## src/rtl/mips150_lsu_if.sv

```systemverilog
// Execute-stage op handshake, data-memory port and load-return signals of the LSU.
interface mips150_lsu_if #(
  parameter int unsigned ADDR_W = 32
);
  logic              op_valid;
  logic              op_ready;
  logic [2:0]        op_mask;
  logic [1:0]        op_memwrite;
  logic              op_load;
  logic [ADDR_W-1:0] op_addr;
  logic [31:0]       op_wdata;
  logic [4:0]        op_rd;

  logic              mem_req;
  logic              mem_gnt;
  logic [ADDR_W-3:0] mem_addr;
  logic [3:0]        mem_we;
  logic [31:0]       mem_wdata;
  logic              mem_rvalid;
  logic [31:0]       mem_rdata;

  logic              ld_valid;
  logic [31:0]       ld_data;
  logic [4:0]        ld_rd;
  logic              err_misalign;
  logic              err_timeout;

  // Environment side: issues ops and models the memory.
  modport master (
    output op_valid, op_mask, op_memwrite, op_load, op_addr, op_wdata, op_rd,
    output mem_gnt, mem_rvalid, mem_rdata,
    input  op_ready, mem_req, mem_addr, mem_we, mem_wdata,
    input  ld_valid, ld_data, ld_rd, err_misalign, err_timeout
  );

  // LSU side.
  modport slave (
    input  op_valid, op_mask, op_memwrite, op_load, op_addr, op_wdata, op_rd,
    input  mem_gnt, mem_rvalid, mem_rdata,
    output op_ready, mem_req, mem_addr, mem_we, mem_wdata,
    output ld_valid, ld_data, ld_rd, err_misalign, err_timeout
  );
endinterface

```

## src/rtl/mips150_lsu.sv

```systemverilog
// Load/store unit: turns decoded memory ops into big-endian byte-lane req/gnt/rvalid
// transactions and returns extended load data for writeback.
module mips150_lsu #(
  parameter int unsigned ADDR_W  = 32,
  parameter int unsigned TIMEOUT = 255
) (
  input logic          clk,
  input logic          rst_n,
  mips150_lsu_if.slave bus
);

  typedef enum logic [1:0] {StIdle, StReq, StResp} state_e;

  localparam logic [7:0] TermCnt = 8'(TIMEOUT - 1);

  state_e            state_q, state_d;
  logic [7:0]        cnt_q, cnt_d;
  logic [ADDR_W-3:0] addr_q;
  logic [3:0]        we_q;
  logic [31:0]       wdata_q;
  logic [1:0]        off_q;
  logic [2:0]        mask_q;
  logic [4:0]        rd_q;
  logic              store_q;
  logic              ld_valid_q;
  logic [31:0]       ld_data_q;
  logic [4:0]        ld_rd_q;
  logic              err_mis_q;
  logic              err_to_q;

  logic        accept, is_store, is_load, bad, start, timeout;
  logic [3:0]  enc_we;
  logic [31:0] enc_wdata;

  function automatic logic [31:0] extract(input logic [31:0] w, input logic [1:0] off,
                                          input logic [2:0] mask);
    logic [7:0]  b;
    logic [15:0] h;
    unique case (off)
      2'b00:   b = w[31:24];
      2'b01:   b = w[23:16];
      2'b10:   b = w[15:8];
      default: b = w[7:0];
    endcase
    h = off[1] ? w[15:0] : w[31:16];
    unique case (mask)
      3'b000:  return {{24{b[7]}}, b};
      3'b001:  return {{16{h[15]}}, h};
      3'b011:  return {24'd0, b};
      3'b100:  return {16'd0, h};
      default: return w;
    endcase
  endfunction

  // Decode and legality of the offered op.
  always_comb begin
    accept    = bus.op_valid && bus.op_ready;
    is_store  = (bus.op_memwrite != 2'b00);
    is_load   = !is_store && bus.op_load;
    bad       = 1'b0;
    enc_we    = 4'b0000;
    enc_wdata = 32'd0;
    if (is_store) begin
      unique case (bus.op_memwrite)
        2'b01: begin
          enc_we    = 4'b1000 >> bus.op_addr[1:0];
          enc_wdata = {4{bus.op_wdata[7:0]}};
        end
        2'b10: begin
          bad       = bus.op_addr[0];
          enc_we    = bus.op_addr[1] ? 4'b0011 : 4'b1100;
          enc_wdata = {2{bus.op_wdata[15:0]}};
        end
        default: begin
          bad       = (bus.op_addr[1:0] != 2'b00);
          enc_we    = 4'b1111;
          enc_wdata = bus.op_wdata;
        end
      endcase
    end else if (is_load) begin
      unique case (bus.op_mask)
        3'b000, 3'b011: bad = 1'b0;
        3'b001, 3'b100: bad = bus.op_addr[0];
        3'b010:         bad = (bus.op_addr[1:0] != 2'b00);
        default:        bad = 1'b1;
      endcase
    end
    start = accept && (is_store || is_load) && !bad;
  end

  always_ff @(posedge clk or negedge rst_n) begin
    if (!rst_n) begin
      state_q <= StIdle;
    end else begin
      state_q <= state_d;
    end
  end

  // The awaited gnt/rvalid wins over the terminal count.
  always_comb begin
    state_d = state_q;
    timeout = 1'b0;
    unique case (state_q)
      StIdle: begin
        if (start) state_d = StReq;
      end
      StReq: begin
        if (bus.mem_gnt) begin
          state_d = store_q ? StIdle : StResp;
        end else if (cnt_q == TermCnt) begin
          state_d = StIdle;
          timeout = 1'b1;
        end
      end
      StResp: begin
        if (bus.mem_rvalid) begin
          state_d = StIdle;
        end else if (cnt_q == TermCnt) begin
          state_d = StIdle;
          timeout = 1'b1;
        end
      end
      default: state_d = StIdle;
    endcase
    cnt_d = (state_d != state_q || state_q == StIdle) ? 8'd0 : cnt_q + 8'd1;
  end

  always_comb begin
    bus.op_ready     = rst_n && (state_q == StIdle);
    bus.mem_req      = (state_q == StReq);
    bus.mem_addr     = (state_q == StReq) ? addr_q : '0;
    bus.mem_we       = (state_q == StReq) ? we_q : 4'b0000;
    bus.mem_wdata    = (state_q == StReq) ? wdata_q : 32'd0;
    bus.ld_valid     = ld_valid_q;
    bus.ld_data      = ld_data_q;
    bus.ld_rd        = ld_rd_q;
    bus.err_misalign = err_mis_q;
    bus.err_timeout  = err_to_q;
  end

  always_ff @(posedge clk or negedge rst_n) begin
    if (!rst_n) begin
      cnt_q      <= 8'd0;
      addr_q     <= '0;
      we_q       <= 4'b0000;
      wdata_q    <= 32'd0;
      off_q      <= 2'b00;
      mask_q     <= 3'b000;
      rd_q       <= 5'd0;
      store_q    <= 1'b0;
      ld_valid_q <= 1'b0;
      ld_data_q  <= 32'd0;
      ld_rd_q    <= 5'd0;
      err_mis_q  <= 1'b0;
      err_to_q   <= 1'b0;
    end else begin
      cnt_q      <= cnt_d;
      ld_valid_q <= 1'b0;
      err_mis_q  <= accept && (is_store || is_load) && bad;
      err_to_q   <= timeout;
      if (start) begin
        addr_q  <= bus.op_addr[ADDR_W-1:2];
        we_q    <= enc_we;
        wdata_q <= enc_wdata;
        off_q   <= bus.op_addr[1:0];
        mask_q  <= bus.op_mask;
        rd_q    <= bus.op_rd;
        store_q <= is_store;
      end
      if (state_q == StResp && bus.mem_rvalid) begin
        ld_valid_q <= 1'b1;
        ld_data_q  <= extract(bus.mem_rdata, off_q, mask_q);
        ld_rd_q    <= rd_q;
      end
    end
  end

endmodule

```

## src/flat_wrapper.sv

```systemverilog
// flat-port wrapper written by rule: the top's interface ports become plain ports
module mips150_lsu_flat 
#(
  parameter int unsigned ADDR_W  = 32,
  parameter int unsigned TIMEOUT = 255
)
  (clk, rst_n, bus_op_valid, bus_op_mask, bus_op_memwrite, bus_op_load, bus_op_addr, bus_op_wdata, bus_op_rd, bus_mem_gnt, bus_mem_rvalid, bus_mem_rdata, bus_op_ready, bus_mem_req, bus_mem_addr, bus_mem_we, bus_mem_wdata, bus_ld_valid, bus_ld_data, bus_ld_rd, bus_err_misalign, bus_err_timeout);
  mips150_lsu_if #(.ADDR_W(ADDR_W)) bus_i ();
  input logic clk;
  input logic rst_n;
  input wire logic [$bits(bus_i.op_valid)-1:0] bus_op_valid;
  input wire logic [$bits(bus_i.op_mask)-1:0] bus_op_mask;
  input wire logic [$bits(bus_i.op_memwrite)-1:0] bus_op_memwrite;
  input wire logic [$bits(bus_i.op_load)-1:0] bus_op_load;
  input wire logic [$bits(bus_i.op_addr)-1:0] bus_op_addr;
  input wire logic [$bits(bus_i.op_wdata)-1:0] bus_op_wdata;
  input wire logic [$bits(bus_i.op_rd)-1:0] bus_op_rd;
  input wire logic [$bits(bus_i.mem_gnt)-1:0] bus_mem_gnt;
  input wire logic [$bits(bus_i.mem_rvalid)-1:0] bus_mem_rvalid;
  input wire logic [$bits(bus_i.mem_rdata)-1:0] bus_mem_rdata;
  output wire logic [$bits(bus_i.op_ready)-1:0] bus_op_ready;
  output wire logic [$bits(bus_i.mem_req)-1:0] bus_mem_req;
  output wire logic [$bits(bus_i.mem_addr)-1:0] bus_mem_addr;
  output wire logic [$bits(bus_i.mem_we)-1:0] bus_mem_we;
  output wire logic [$bits(bus_i.mem_wdata)-1:0] bus_mem_wdata;
  output wire logic [$bits(bus_i.ld_valid)-1:0] bus_ld_valid;
  output wire logic [$bits(bus_i.ld_data)-1:0] bus_ld_data;
  output wire logic [$bits(bus_i.ld_rd)-1:0] bus_ld_rd;
  output wire logic [$bits(bus_i.err_misalign)-1:0] bus_err_misalign;
  output wire logic [$bits(bus_i.err_timeout)-1:0] bus_err_timeout;
  assign bus_i.op_valid = bus_op_valid;
  assign bus_i.op_mask = bus_op_mask;
  assign bus_i.op_memwrite = bus_op_memwrite;
  assign bus_i.op_load = bus_op_load;
  assign bus_i.op_addr = bus_op_addr;
  assign bus_i.op_wdata = bus_op_wdata;
  assign bus_i.op_rd = bus_op_rd;
  assign bus_i.mem_gnt = bus_mem_gnt;
  assign bus_i.mem_rvalid = bus_mem_rvalid;
  assign bus_i.mem_rdata = bus_mem_rdata;
  assign bus_op_ready = bus_i.op_ready;
  assign bus_mem_req = bus_i.mem_req;
  assign bus_mem_addr = bus_i.mem_addr;
  assign bus_mem_we = bus_i.mem_we;
  assign bus_mem_wdata = bus_i.mem_wdata;
  assign bus_ld_valid = bus_i.ld_valid;
  assign bus_ld_data = bus_i.ld_data;
  assign bus_ld_rd = bus_i.ld_rd;
  assign bus_err_misalign = bus_i.err_misalign;
  assign bus_err_timeout = bus_i.err_timeout;
  mips150_lsu #(.ADDR_W(ADDR_W), .TIMEOUT(TIMEOUT)) u_core (.clk(clk), .rst_n(rst_n), .bus(bus_i));
endmodule
```

## config.mk

```make
export PLATFORM = sky130hd
export DESIGN_NAME = mips150_lsu_flat
export DESIGN_NICKNAME = d
export VERILOG_FILES = /design/src/rtl/mips150_lsu_if.sv /design/src/rtl/mips150_lsu.sv /design/src/flat_wrapper.sv
export SDC_FILE = /design/constraint.sdc
export NUM_CORES = 1
export LEC_CHECK = 0
export ABC_AREA = 1
export ABC_CLOCK_PERIOD_IN_PS = 6000
export CAP_MARGIN = 20
export CORE_MARGIN = 8
export CORE_UTILIZATION = 50
export DETAILED_ROUTE_END_ITERATION = 8
export PLACE_DENSITY = 0.93
export SETUP_SLACK_MARGIN = 0.3
export SYNTH_ARGS = -nofsm -noshare
export SYNTH_HDL_FRONTEND = slang
export SYNTH_SLANG_ARGS = --single-unit
export TNS_END_PERCENT = 30
```

## constraint.sdc

```tcl
create_clock -name clk -period 6 [get_ports clk]
set_clock_uncertainty 0.2 [all_clocks]
set_input_delay 0.9 -clock clk [delete_from_list [all_inputs] [get_ports clk]]
set_output_delay 0.9 -clock clk [all_outputs]
set_load 0.01 [all_outputs]
```

Word level (Yosys, flattened, before mapping)
Index checks and enable logic that the tools add are counted.

$add $sub $neg: 1. Equal/unequal tests: 15. Shift-type cells: 1. Mux-type cells: 27. Reduce and logical (&&, ||, !) cells: 19.

Operator list (count): $pmux W32 S4 (1); $mux W32 (2); $pmux W32 S2 (1); $mux W30 (1); $pmux W8 S3 (1); $mux W16 (1); $mux W4 (3); $mux W2 (5); $eq A3 B2 Y1 const B (3); $add A8 B1 Y8 const B (1); $eq A8 B8 Y1 const B (1); $mux W8 (1); $pmux W4 S2 (1); $logic_and A1 B1 Y1 (7); $eq A2 B1 Y1 const B (3); $eq A2 B2 Y1 const B (3); $eq A3 B1 Y1 const B (2); $eq A3 B3 Y1 const B (2); $logic_not A3 Y1 (2); $mux W1 (6); $pmux W2 S3 (1); $logic_not A2 Y1 (2); $pmux W1 S2 (2); $reduce_bool A2 Y1 (2); other kinds (6) (9).

Register bits: 127. Input port bits: 112. Output and inout bits: 108. Logic and storage cells: 77.

Logic depth before layout (Yosys ltp)
Depth in word-level cells: 12. Mapped depth: 15. Gate-level depth less buffers: 14.

Worst setup path after synthesis
No wires, ideal clock.

Path type: reg2out. Start: reg u_core.state_q[1]. End: out bus_mem_wdata[23]. Arrival time: 1517 ps. Data required time: 4900 ps. Setup slack: 3383 ps. Cell stages (with the launch flop): 7. Cell sequence: dfrtp_1 inv_1 ha_1 clkbuf_1 buf_1 nand2_1 inv_1.

Cells in the longest elaborated chain, start to end: 2.

RTL lines: from (decl) (line mips150_lsu.sv:16) `state_e state_q, state_d;`; from (signal assigned) (line mips150_lsu.sv:93) `state_q <= StIdle;`; from (signal assigned) (line mips150_lsu.sv:95) `state_q <= state_d;`; $eq A2 B1 Y1; via bus_mem_req (line flat_wrapper.sv:22) `output wire logic [$bits(bus_i.mem_req)-1:0] bus_mem_req;`; $mux W32 (line mips150_lsu.sv:133) `bus.mem_wdata = (state_q == StReq) ? wdata_q : 32'd0;`; to (decl) (line flat_wrapper.sv:25) `output wire logic [$bits(bus_i.mem_wdata)-1:0] bus_mem_wdata;`.

The timed path passes the listed nets, and every way through them passes these cells.

Worst setup path after layout
Start: in bus_op_memwrite[0]. End: reg u_core.wdata_q[21].

Cells in the longest elaborated chain, start to end: 7. Elaborated cells on any way between the ends: 14. Those cells by class: 2 x eq/ne; 5 x mux; 7 x reduce/logical.

RTL lines: from (decl) (line flat_wrapper.sv:13) `input wire logic [$bits(bus_i.op_memwrite)-1:0] bus_op_memwrite;`; $reduce_bool A2 Y1 (line mips150_lsu.sv:58) `is_store = (bus.op_memwrite != 2'b00);`; $logic_not A1 Y1 (line mips150_lsu.sv:59) `is_load = !is_store && bus.op_load;`; $logic_and A1 B1 Y1 (line mips150_lsu.sv:59); $mux W1 (line mips150_lsu.sv:80) `end else if (is_load) begin`; $mux W1 (line mips150_lsu.sv:63) `if (is_store) begin`; $logic_not A1 Y1 (line mips150_lsu.sv:88) `start = accept && (is_store || is_load) && !bad;`; $logic_and A1 B1 Y1 (line mips150_lsu.sv:88); to (signal assigned) (line mips150_lsu.sv:164) `wdata_q <= enc_wdata;`; to (decl) (line mips150_lsu.sv:20) `logic [31:0] wdata_q;`.

Parallel ways exist; a longest one is shown, timed or not. A chain may end at the register's enable or synchronous reset.

==> metrics.cfg <==
[status]
status=finished clean

[clock_network]
cts.hold.buffers_added=0
cts_resized=0
cts_buffer_depth=2
clkTransAtPathRegs_ps=60
htreeDepth=4
cts.sinks=127
cts_root_buffer=clkbuf_16
post-cts-setup-buffer-count=0
numCtsBuffers=17
insertion_delay_ps=400
cts_tree=built

[synthesis]
syn_area_um2=6535
netlist_instances=865
synth_nets=986
synth_area_per_cell_um2=7.555
seq_area_frac_synth_pct=48.63
synth_seq_cells=127
synth_cell_types=35
ys.warnings.count=0

[worst_setup_path]
path_cells=clkdlybuf4s50_1 -> inv_1 -> ha_1 -> buf_4 -> o22ai_1 -> nand2_1 -> nand3_2 -> inv_1 -> buf_4 -> nand2_2 -> o31ai_1
cp-start-kind=input port
slowest_delay_ps=550
cp_slowest_cell=nand3_2
crit_arrival_ps=4230
cp-end-kind=flop
cp_num_buf_inv=5
critPathRequiredTime_ps=6100
critical_path.top_delay_family=buffers and inverters
path_max_fanout=38
critPathKind=input port to flop

[cells_and_area]
drive_gt1_share_pct=6.296
areaGrowthSynthToFinish_pct=44.17
diodes=0
final_util_pct=74.36
nets=1188

[floorplanning]
core_area_um2=12670
io_pins=220
die-area_um2=16980
fp.dieH_um=130.3
initial_core_util_pct=51.58
rows=41
die_w_um=130.3

[detailed_routing]
routed_wl_mm=20.97
drc=0
drtPass1Iterations=5
wl_per_cell_um=16.75
antenna_left=0
routed-via-count=6547
via_per_inst=5.229
drtIter0Drc=707

[sta]
hold_viol_final=0
slew-limit-headroom_pct=36.31
fin_crit_ps=4129
fin_crit_sh_pct=68.82
fmax_mhz=242.2
slew_violations=0
setup_viol=0
fin_tns_setup_ps=0
tightestPinTransition_ps=948.1
rsz0062_at_grt=no
whs_ps=275.8

[power_and_ir_drop]
leakage_nw=4.814
peakVddDrop_mv=0.1968
p_per_area_nw_per_um2=457.0

[global_route]
grt_pass1_wl_mm=33.58
grt_antenna_before_repair=0
grt_max_degree=74
gr-usage-all-layers_pct=25.13
grt_overflow=0
grt_pass1_vias=6832

[place]
gp_congestion=0.8420
place_hpwl_mm=15.12
portBuffers=219

[run]
drv_cap=0

[min_path]
hold_class=flop to flop

## through the flow
step                      cell area, µm²  setup WS [ps]  cells  power (mW)
final                               9422           1871   1252       4.305
after CTS                           9422           1884   1252       4.319
after global routing                9422           1550   1252       4.589
after floorplan                     6535           3383    865       2.393
after detailed placement            8790           1486   1220       3.199
after global placement              8790           1573   1220       3.121
## placed cells by master, fill, tap and decap left out, types with 7 or more instances in the layout
cell / count
a21oi_1: 24
buf_4: 7
clkbuf_16: 17
clkdlybuf4s50_1: 218
dfrtp_1: 127
ha_1: 8
inv_1: 136
mux2_2: 7
nand2_1: 302
nand2_2: 7
nor2_1: 42
nor2_2: 8
o211ai_1: 15
o21ai_0: 82
o21ai_1: 9
o22ai_1: 18
o31ai_1: 8
## flip-flops by register name, summed over array words and instances, names as in the netlist
register                 cells
u_core.bus.ld_data          32
u_core.bus.err_timeout       1
u_core.rd_q                  5
u_core.state_q               2
u_core.store_q               1
u_core.addr_q               30
u_core.cnt_q                 8
u_core.mask_q                3
u_core.we_q                  4
u_core.bus.ld_valid          1
u_core.bus.err_misalign      1
u_core.off_q                 2
u_core.wdata_q              32
u_core.bus.ld_rd             5
## per-layer routing
layer	vias to the layer above	GRT usage, %	wire (µm)
met3	69	8.323	2410
met4	0	12.91	838
met2	340	41.86	9928
met1	3046	28.28	7797
met5	-	0	0
li1	3092	-	-
## report_power, final
group | internal, mW | switching (mW)
sequential | 1.23 | 0.260
clock | 0.707 | 0.392
combinational | 0.780 | 0.936
total | 2.72 | 1.59
## worst register-to-register path: cells and delay by family, from the launching register on
kind	cells	cell delay, ps
AO/OA/AOI/OAI	1	370
flip-flops	1	430
adder cells (fa/ha/maj)	1	320
buffers and inverters	3	700
AND/OR/NAND/NOR	4	1350
## final cells by class
class	count	area [µm²]
inverter	140	525.5
multi-input combinational	556	2636
clock inverter	13	188.9
fill	914	3249
tap	172	215.2
timing repair buffer	225	2235
clock buffer	19	442.9
sequential	127	3178
## cells by family (layout without fill, tap and decap cells)
family	count (synthesis)	after routing	synth area share (%)
AND/OR/NAND/NOR	370	370	22.27
buffers and inverters	182	397	11.07
AO/OA/AOI/OAI	164	164	14.30
flip-flops	127	127	48.63
adder cells (fa/ha/maj)	9	9	1.723
multiplexers	7	7	1.206
XOR/XNOR	6	6	0.8041
## synth_stat cells
library cell	number	share of area, %
buf_1	1	0.057
ha_1	9	1.7
nor3_1	1	0.077
buf_4	1	0.11
xor2_1	4	0.54
a221oi_2	1	0.23
o211ai_1	15	1.7
nand2_4	1	0.17
o31ai_1	8	0.92
o22ai_1	18	1.7
nand2_2	7	0.67
dfrtp_1	127	49
xnor2_1	2	0.27
o21ai_1	9	0.69
o21ai_0	82	6.3
clkinv_1	2	0.11
inv_1	136	7.8
nand3_1	6	0.46
a31oi_1	3	0.29
nand4_1	1	0.096
a21oi_4	1	0.25
nand3b_1	1	0.11
nor2_2	8	0.77
a21boi_0	1	0.11
mux2_2	7	1.2
a21oi_1	24	1.8
a21oi_2	1	0.13
clkbuf_1	26	1.5
nand3_2	1	0.15
nor2_1	42	2.4
o21a_1	1	0.11
inv_2	2	0.11
buf_2	11	0.84
nand2_1	302	17
buf_6	3	0.52
## path summary, 6_finish.rpt
| path | startpoint | endpoint | slack (ps) | depth (start not counted) |
|---|---|---|---|---|
| max | bus_op_memwrite[0] | u_core.wdata_q[21] | 1870 | 11 |
| min | u_core.rd_q[3] | u_core.bus.ld_rd[3] | 280 | 2 |
| max reg2reg | u_core.state_q[1] | u_core.wdata_q[21] | 2540 | 9 |
| min reg2reg | u_core.rd_q[3] | u_core.bus.ld_rd[3] | 280 | 2 |
| max in group asynchronous | rst_n | u_core.addr_q[6] | 3850 | 2 |
| min in group asynchronous | rst_n | u_core.bus.ld_data[26] | 340 | 1 |
Power figures use the tool's default switching activity.
